`src/rtl/elevator_call_panel_if.sv`:
```
// Hall-call offer channel: call panel (master) to car controller (slave).
interface elevator_call_panel_if #(
  parameter int FLOOR_W = 2
);
  logic               req_valid;
  logic [FLOOR_W-1:0] req_floor;
  logic               req_ready;

  modport master (
    output req_valid,
    output req_floor,
    input  req_ready
  );

  modport slave (
    input  req_valid,
    input  req_floor,
    output req_ready
  );
endinterface

```
`src/rtl/elevator_call_panel.sv`:
```
// Hall call panel: debounce, latch, lamps, round-robin dispatch to the car.
// Optional macro CALL_TIMEOUT_EN re-offers dispatched calls left unserved.
module elevator_call_panel #(
  parameter int NUM_FLOORS      = 4,
  parameter int FLOOR_W         = 2,
  parameter int DEBOUNCE_CYCLES = 4,
  parameter int TIMEOUT_CYCLES  = 1000
) (
  input  logic                  clk,
  input  logic                  reset,
  input  logic [NUM_FLOORS-1:0] call_btn,
  input  logic [FLOOR_W-1:0]    car_floor,
  input  logic                  car_at_floor,
  elevator_call_panel_if.master req,
  output logic [NUM_FLOORS-1:0] call_lamp,
  output logic                  pending
);

  if (NUM_FLOORS < 2 || NUM_FLOORS > 16 ||
      (1 << FLOOR_W) < NUM_FLOORS ||
      DEBOUNCE_CYCLES < 1 || DEBOUNCE_CYCLES > 255 ||
      TIMEOUT_CYCLES < 1 || TIMEOUT_CYCLES > 65535) begin : g_bad_cfg
    $error("elevator_call_panel: illegal parameters");
  end

  localparam logic [7:0] DB_MAX = 8'(DEBOUNCE_CYCLES);
  localparam logic [FLOOR_W-1:0] LAST = FLOOR_W'(NUM_FLOORS - 1);

  typedef enum logic {IDLE, OFFER} state_t;

  state_t             st;
  logic               valid_q;
  logic [FLOOR_W-1:0] floor_q;
  logic [FLOOR_W-1:0] rr_ptr;
  logic [FLOOR_W-1:0] sel_idx;
  logic               sel_ok;

  logic [7:0]            db_cnt [NUM_FLOORS];
  logic [NUM_FLOORS-1:0] armed;
  logic [NUM_FLOORS-1:0] dispatched;
  logic [NUM_FLOORS-1:0] accept;
  logic [NUM_FLOORS-1:0] clr;
  logic [NUM_FLOORS-1:0] hs_vec;
  logic [NUM_FLOORS-1:0] to_hit;
  logic [NUM_FLOORS-1:0] elig;
  logic [NUM_FLOORS-1:0] lamp_nx;
  logic [NUM_FLOORS-1:0] disp_nx;
  logic                  car_ok;
  logic                  hs;
  logic                  off_clr;

  assign car_ok  = car_at_floor && (int'(car_floor) < NUM_FLOORS);
  assign hs      = valid_q && req.req_ready;
  assign off_clr = car_ok && (car_floor == floor_q);
  assign elig    = call_lamp & ~dispatched;

  always_comb begin
    accept = '0;
    clr    = '0;
    hs_vec = '0;
    for (int i = 0; i < NUM_FLOORS; i++) begin
      accept[i] = call_btn[i] && armed[i] &&
                  (db_cnt[i] == DB_MAX - 8'd1);
      clr[i]    = car_ok && (car_floor == FLOOR_W'(i));
      hs_vec[i] = hs && (floor_q == FLOOR_W'(i));
    end
  end

  // Arrival wins over a same-cycle press or acceptance.
  assign lamp_nx = (call_lamp | accept) & ~clr;
  assign disp_nx = (dispatched | hs_vec) & ~clr & ~to_hit;

  always_ff @(posedge clk) begin
    if (!reset) begin
      for (int i = 0; i < NUM_FLOORS; i++) db_cnt[i] <= '0;
      armed      <= '1;
      call_lamp  <= '0;
      dispatched <= '0;
      pending    <= 1'b0;
    end else begin
      for (int i = 0; i < NUM_FLOORS; i++) begin
        if (!call_btn[i]) begin
          db_cnt[i] <= '0;
          armed[i]  <= 1'b1;
        end else begin
          if (db_cnt[i] != DB_MAX) db_cnt[i] <= db_cnt[i] + 8'd1;
          if (accept[i]) armed[i] <= 1'b0;
        end
      end
      call_lamp  <= lamp_nx;
      dispatched <= disp_nx;
      pending    <= |lamp_nx;
    end
  end

`ifdef CALL_TIMEOUT_EN
  localparam logic [15:0] TO_LAST = 16'(TIMEOUT_CYCLES - 1);

  logic [15:0] tmr [NUM_FLOORS];

  always_comb begin
    to_hit = '0;
    for (int i = 0; i < NUM_FLOORS; i++)
      to_hit[i] = dispatched[i] && call_lamp[i] && (tmr[i] == TO_LAST);
  end

  always_ff @(posedge clk) begin
    if (!reset) begin
      for (int i = 0; i < NUM_FLOORS; i++) tmr[i] <= '0;
    end else begin
      for (int i = 0; i < NUM_FLOORS; i++) begin
        if (!(dispatched[i] && call_lamp[i]) || clr[i] || to_hit[i])
          tmr[i] <= '0;
        else
          tmr[i] <= tmr[i] + 16'd1;
      end
    end
  end
`else
  assign to_hit = '0;
`endif

  // First eligible floor at or after the round-robin pointer.
  always_comb begin
    int j;
    j       = 0;
    sel_ok  = 1'b0;
    sel_idx = '0;
    for (int k = 0; k < NUM_FLOORS; k++) begin
      j = int'(rr_ptr) + k;
      if (j >= NUM_FLOORS) j = j - NUM_FLOORS;
      if (!sel_ok && elig[j]) begin
        sel_ok  = 1'b1;
        sel_idx = FLOOR_W'(j);
      end
    end
  end

  always_ff @(posedge clk) begin
    if (!reset) begin
      st      <= IDLE;
      valid_q <= 1'b0;
      floor_q <= '0;
      rr_ptr  <= '0;
    end else begin
      unique case (st)
        IDLE: begin
          if (sel_ok) begin
            valid_q <= 1'b1;
            floor_q <= sel_idx;
            st      <= OFFER;
          end
        end
        OFFER: begin
          if (req.req_ready) begin
            valid_q <= 1'b0;
            st      <= IDLE;
            rr_ptr  <= (floor_q == LAST) ? '0 : floor_q + 1'b1;
          end else if (off_clr) begin
            valid_q <= 1'b0;
            st      <= IDLE;
          end
        end
        default: st <= IDLE;
      endcase
    end
  end

  assign req.req_valid = valid_q;
  assign req.req_floor = floor_q;

endmodule

```
`src/flat_wrapper.sv`:
```
// flat-port wrapper written by rule: the top's interface ports become plain ports
module elevator_call_panel_flat 
#(
  parameter int NUM_FLOORS      = 4,
  parameter int FLOOR_W         = 2,
  parameter int DEBOUNCE_CYCLES = 4,
  parameter int TIMEOUT_CYCLES  = 1000
)
  (clk, reset, call_btn, car_floor, car_at_floor, call_lamp, pending, req_req_valid, req_req_floor, req_req_ready);
  elevator_call_panel_if #(.FLOOR_W(FLOOR_W)) req_i ();
  input  logic clk;
  input  logic reset;
  input  logic [NUM_FLOORS-1:0] call_btn;
  input  logic [FLOOR_W-1:0] car_floor;
  input  logic car_at_floor;
  output logic [NUM_FLOORS-1:0] call_lamp;
  output logic pending;
  output wire logic [$bits(req_i.req_valid)-1:0] req_req_valid;
  output wire logic [$bits(req_i.req_floor)-1:0] req_req_floor;
  input wire logic [$bits(req_i.req_ready)-1:0] req_req_ready;
  assign req_req_valid = req_i.req_valid;
  assign req_req_floor = req_i.req_floor;
  assign req_i.req_ready = req_req_ready;
  elevator_call_panel #(.NUM_FLOORS(NUM_FLOORS), .FLOOR_W(FLOOR_W), .DEBOUNCE_CYCLES(DEBOUNCE_CYCLES), .TIMEOUT_CYCLES(TIMEOUT_CYCLES)) u_core (.clk(clk), .reset(reset), .call_btn(call_btn), .car_floor(car_floor), .car_at_floor(car_at_floor), .req(req_i), .call_lamp(call_lamp), .pending(pending));
endmodule
```
`config.mk`:
```
export PLATFORM = sky130hd
export DESIGN_NAME = elevator_call_panel_flat
export DESIGN_NICKNAME = d
export VERILOG_FILES = /design/src/rtl/elevator_call_panel_if.sv /design/src/rtl/elevator_call_panel.sv /design/src/flat_wrapper.sv
export SDC_FILE = /design/constraint.sdc
export NUM_CORES = 1
export LEC_CHECK = 0
export BUFFER_PORTS_ARGS = -buffer_cell sky130_fd_sc_hd__buf_2
export CORE_UTILIZATION = 45
export DETAILED_ROUTE_END_ITERATION = 7
export HOLD_SLACK_MARGIN = 0.12
export PLACE_DENSITY = 0.76
export SLEW_MARGIN = 10
export SYNTH_ARGS = -nofsm -noshare
export SYNTH_HDL_FRONTEND = slang
export SYNTH_SLANG_ARGS = --single-unit
```
`constraint.sdc`:
```
create_clock -name clk -period 1.75 [get_ports clk]
set_input_delay 0.0875 -clock clk [delete_from_list [all_inputs] [get_ports clk]]
set_output_delay 0.0875 -clock clk [all_outputs]
set_load 0.05 [all_outputs]
```
==> results.yml <==
detailed_routing:
  drtIter0Drc: 76
  drc: 0
  drt-total-wl_um: 5180
  antenna_left: 0
  wl_per_cell_um: 13.3
  vias_per_cell: 5.17
  drt-pass1-iter-count: 4
  num_vias: 2018
global_routing:
  grt_pass1_vias: 1914
  grt_max_degree: 22
  grt_overflow: 0
  grt_antenna_before_repair: 0
  grt_pass1_wl_um: 8200
  grt_usage_pct: 17.0
timing:
  period_needed_ns: 1.78
  timing_worst_slew_pin_value_ns: 0.441
  drv_slew: 0
  fmax_mhz: 561
  setup_violations: 8
  rsz0062_at_grt: "true"
  relSlewSlack_pct: 70.6
  finalCritPeriodShare_pct: 102
  hold_viol_final: 0
  setup_slack_ns: -0.0316
  finClkSkew_ns: 0.00789
floorplan:
  die_w_um: 78.9
  rows: 27
  dieArea_um2: 6230
  start_util_pct: 47.5
  die_h_um: 78.9
  core_area_um2: 5610
  pin_count: 18
clocking:
  clk-insertion-delay-late_ns: 0.30
  cts-root-buf: "clkbuf_8"
  cts_sinks: 51
  cts_tree: "built"
  cts_buffer_depth: 2
  cts_max_level: 2
  cts_buffers: 5
  clk_pin_slew_ns: 0.08
synth:
  synth_flop_cell: "edfxtp_1"
  ys_seq_area_share_pct: 50.4
  async_flop_share_pct: 0
  synth_area_um2: 2660
  synth.distinct_cells: 41
  ys_ff_latch: 51
  syn_inst: 267
  synth_edf_count: 32
  syn_nets: 289
  syn_avg_cell_area_um2: 9.98
  yosysWarnings: 0
setup_path:
  setup.worst_path.end_class: "flop"
  cp.arrival_ns: 1.83
  path_class: "reg -> reg"
  critPathLaunch: "u_core.db_cnt[1][7]$_SDFFCE_PN0P_"
  cp_max_fo: 8
  cp-start-kind: "flop"
  r2r-start: "u_core.db_cnt[1][7]$_SDFFCE_PN0P_"
  required_ns: 1.80
power:
  power_leakage_nw: 1.29
  power_density_nw_per_um2: 642
  total_power_mw: 2.08
  vdd_drop_max_uv: 440
placed_design:
  place_hpwl_um: 3690
  port_buffers: 17
  pre_cts_ws_ns: -0.0831
  finalWeightedCongestion: 0.842
layout:
  area_growth_pct: 21.5
  drive_above_1_share_pct: 22.6
  layout_common_cells: "nor2_1 (37), edfxtp_1 (32), buf_4 (26), nand3_1 (24), dfxtp_1 (19)"
  nNetsFinal: 339
  final_common_cell: "nor2_1"
  num_antenna_cells: 0
hold_path:
  hp-class: "in -> reg"
  hp-start: "car_at_floor"
status:
  violations: "setup timing"
  run_status: "finished, violations left"
flow_run:
  maxCapViolCount: 0
Yosys cell counts (2+ instances only):
library cell  number  area (µm²)
nand4_1            2        12.5
nand2b_1           6        37.5
nor3_1             4        20.0
o21ai_0            5        25.0
nor2_2             2        12.5
dfxtp_1           19         380
xor2_1            18         158
nor2b_1            6        37.5
nand3_1           26         130
edfxtp_1          32         961
clkbuf_1           4        15.0
ha_1              12         150
nor4b_1            2        17.5
mux2i_1            2        20.0
a21o_1             3        22.5
nand2_1           15        56.3
a21boi_0           5        37.5
nor2_1            43         161
a31oi_1            5        31.3
and2_1             2        12.5
inv_1             16        60.1
and4_1             3        26.3
xnor2_1            8        70.1
or2_2              2        12.5
a41oi_1            3        26.3
and3_1             7        43.8
metrics by stage:
step / area, µm² / instances / setup TNS [ns] / hold WS [ns] / utilization, %
after floorplan: 2670 / 267 / 0 / 0.159 / -
after global placement: 3000 / 375 / -0.131 / 0.319 / 53.5
after detailed placement: 3000 / 375 / -0.725 / 0.319 / 53.5
after CTS: 3150 / 389 / -0.175 / 0.143 / 56.2
after global routing: 3240 / 390 / -0.962 / 0.149 / 57.7
final: 3240 / 390 / -0.119 / 0.157 / 57.7
kinds of logic (layout without fill, tap and decap cells):
family / count (synthesis) / in the layout / share of synthesized area (%)
AOI/OAI and AO/OA: 28 / 28 / 7.47
xor gates and xnor gates: 26 / 26 / 8.55
adders and majority gates: 12 / 12 / 5.64
buffers and inverters: 21 / 72 / 3.24
DFF: 51 / 51 / 50.4
muxes: 2 / 2 / 0.752
and+or+nand+nor: 127 / 127 / 24.0
layer usage:
metal  wire length, µm  share of wire, %  track usage (%)  vias up
met5                 0                 0                0        -
met4                36              0.70             5.45        0
met3               173               3.3             3.68        4
met2              2560                49             29.6       33
met1              2410                46             20.8      953
li1                  -                 -                -     1028
timing repair:
item	CTS	global route
setup endpoints to repair	24	33
pin swaps	0	13
setup buffers	1	1
hold endpoints to repair	5	0
resized for setup	2	18
hold buffers	5	0
worst paths after layout:
check,cells after the start,endpoint,slack [ns]
worst min-delay path,4,u_core.call_lamp[3]$_SDFF_PN0_,0.16
worst max-delay path,5,u_core.db_cnt[1][5]$_SDFFCE_PN0P_,-0.03
worst max register to register,5,u_core.db_cnt[1][5]$_SDFFCE_PN0P_,-0.03
worst min register to register,1,u_core.armed[0]$_SDFFE_PN1P_,0.47
state kept, by name, indices dropped and copies added (netlist names):
| name | count |
|---|---|
| u_core.st | 1 |
| u_core.dispatched | 4 |
| u_core.pending | 1 |
| u_core.armed | 4 |
| u_core.db_cnt | 32 |
| u_core.call_lamp | 4 |
| u_core.req.req_floor | 2 |
| u_core.rr_ptr | 2 |
| u_core.req.req_valid | 1 |
report_power, final:
part           switching, mW  leakage [nW]  internal (mW)  total, mW
Sequential            0.0114         0.545           1.28       1.29
Clock                  0.360        0.0422          0.281      0.642
Combinational         0.0846         0.706         0.0620      0.147
Total                  0.456          1.29           1.62       2.08
critical path, cell delays in order, from the launching register on:
cell	delay (ns)
edfxtp_1	0.39
or4_4	0.56
nor2_4	0.10
and3_4	0.20
nand3b_4	0.22
nor2_1	0.07
area by class of cell:
type / count / area [µm²]
fill: 493 / 2370
timing repair buffer: 48 / 330
inverter: 16 / 60.1
clock inverter: 1 / 5.00
sequential: 51 / 1340
clock buffer: 7 / 76.3
tap: 72 / 90.1
multi-input combinational: 195 / 1330
(Power assumes the default switching activity.)
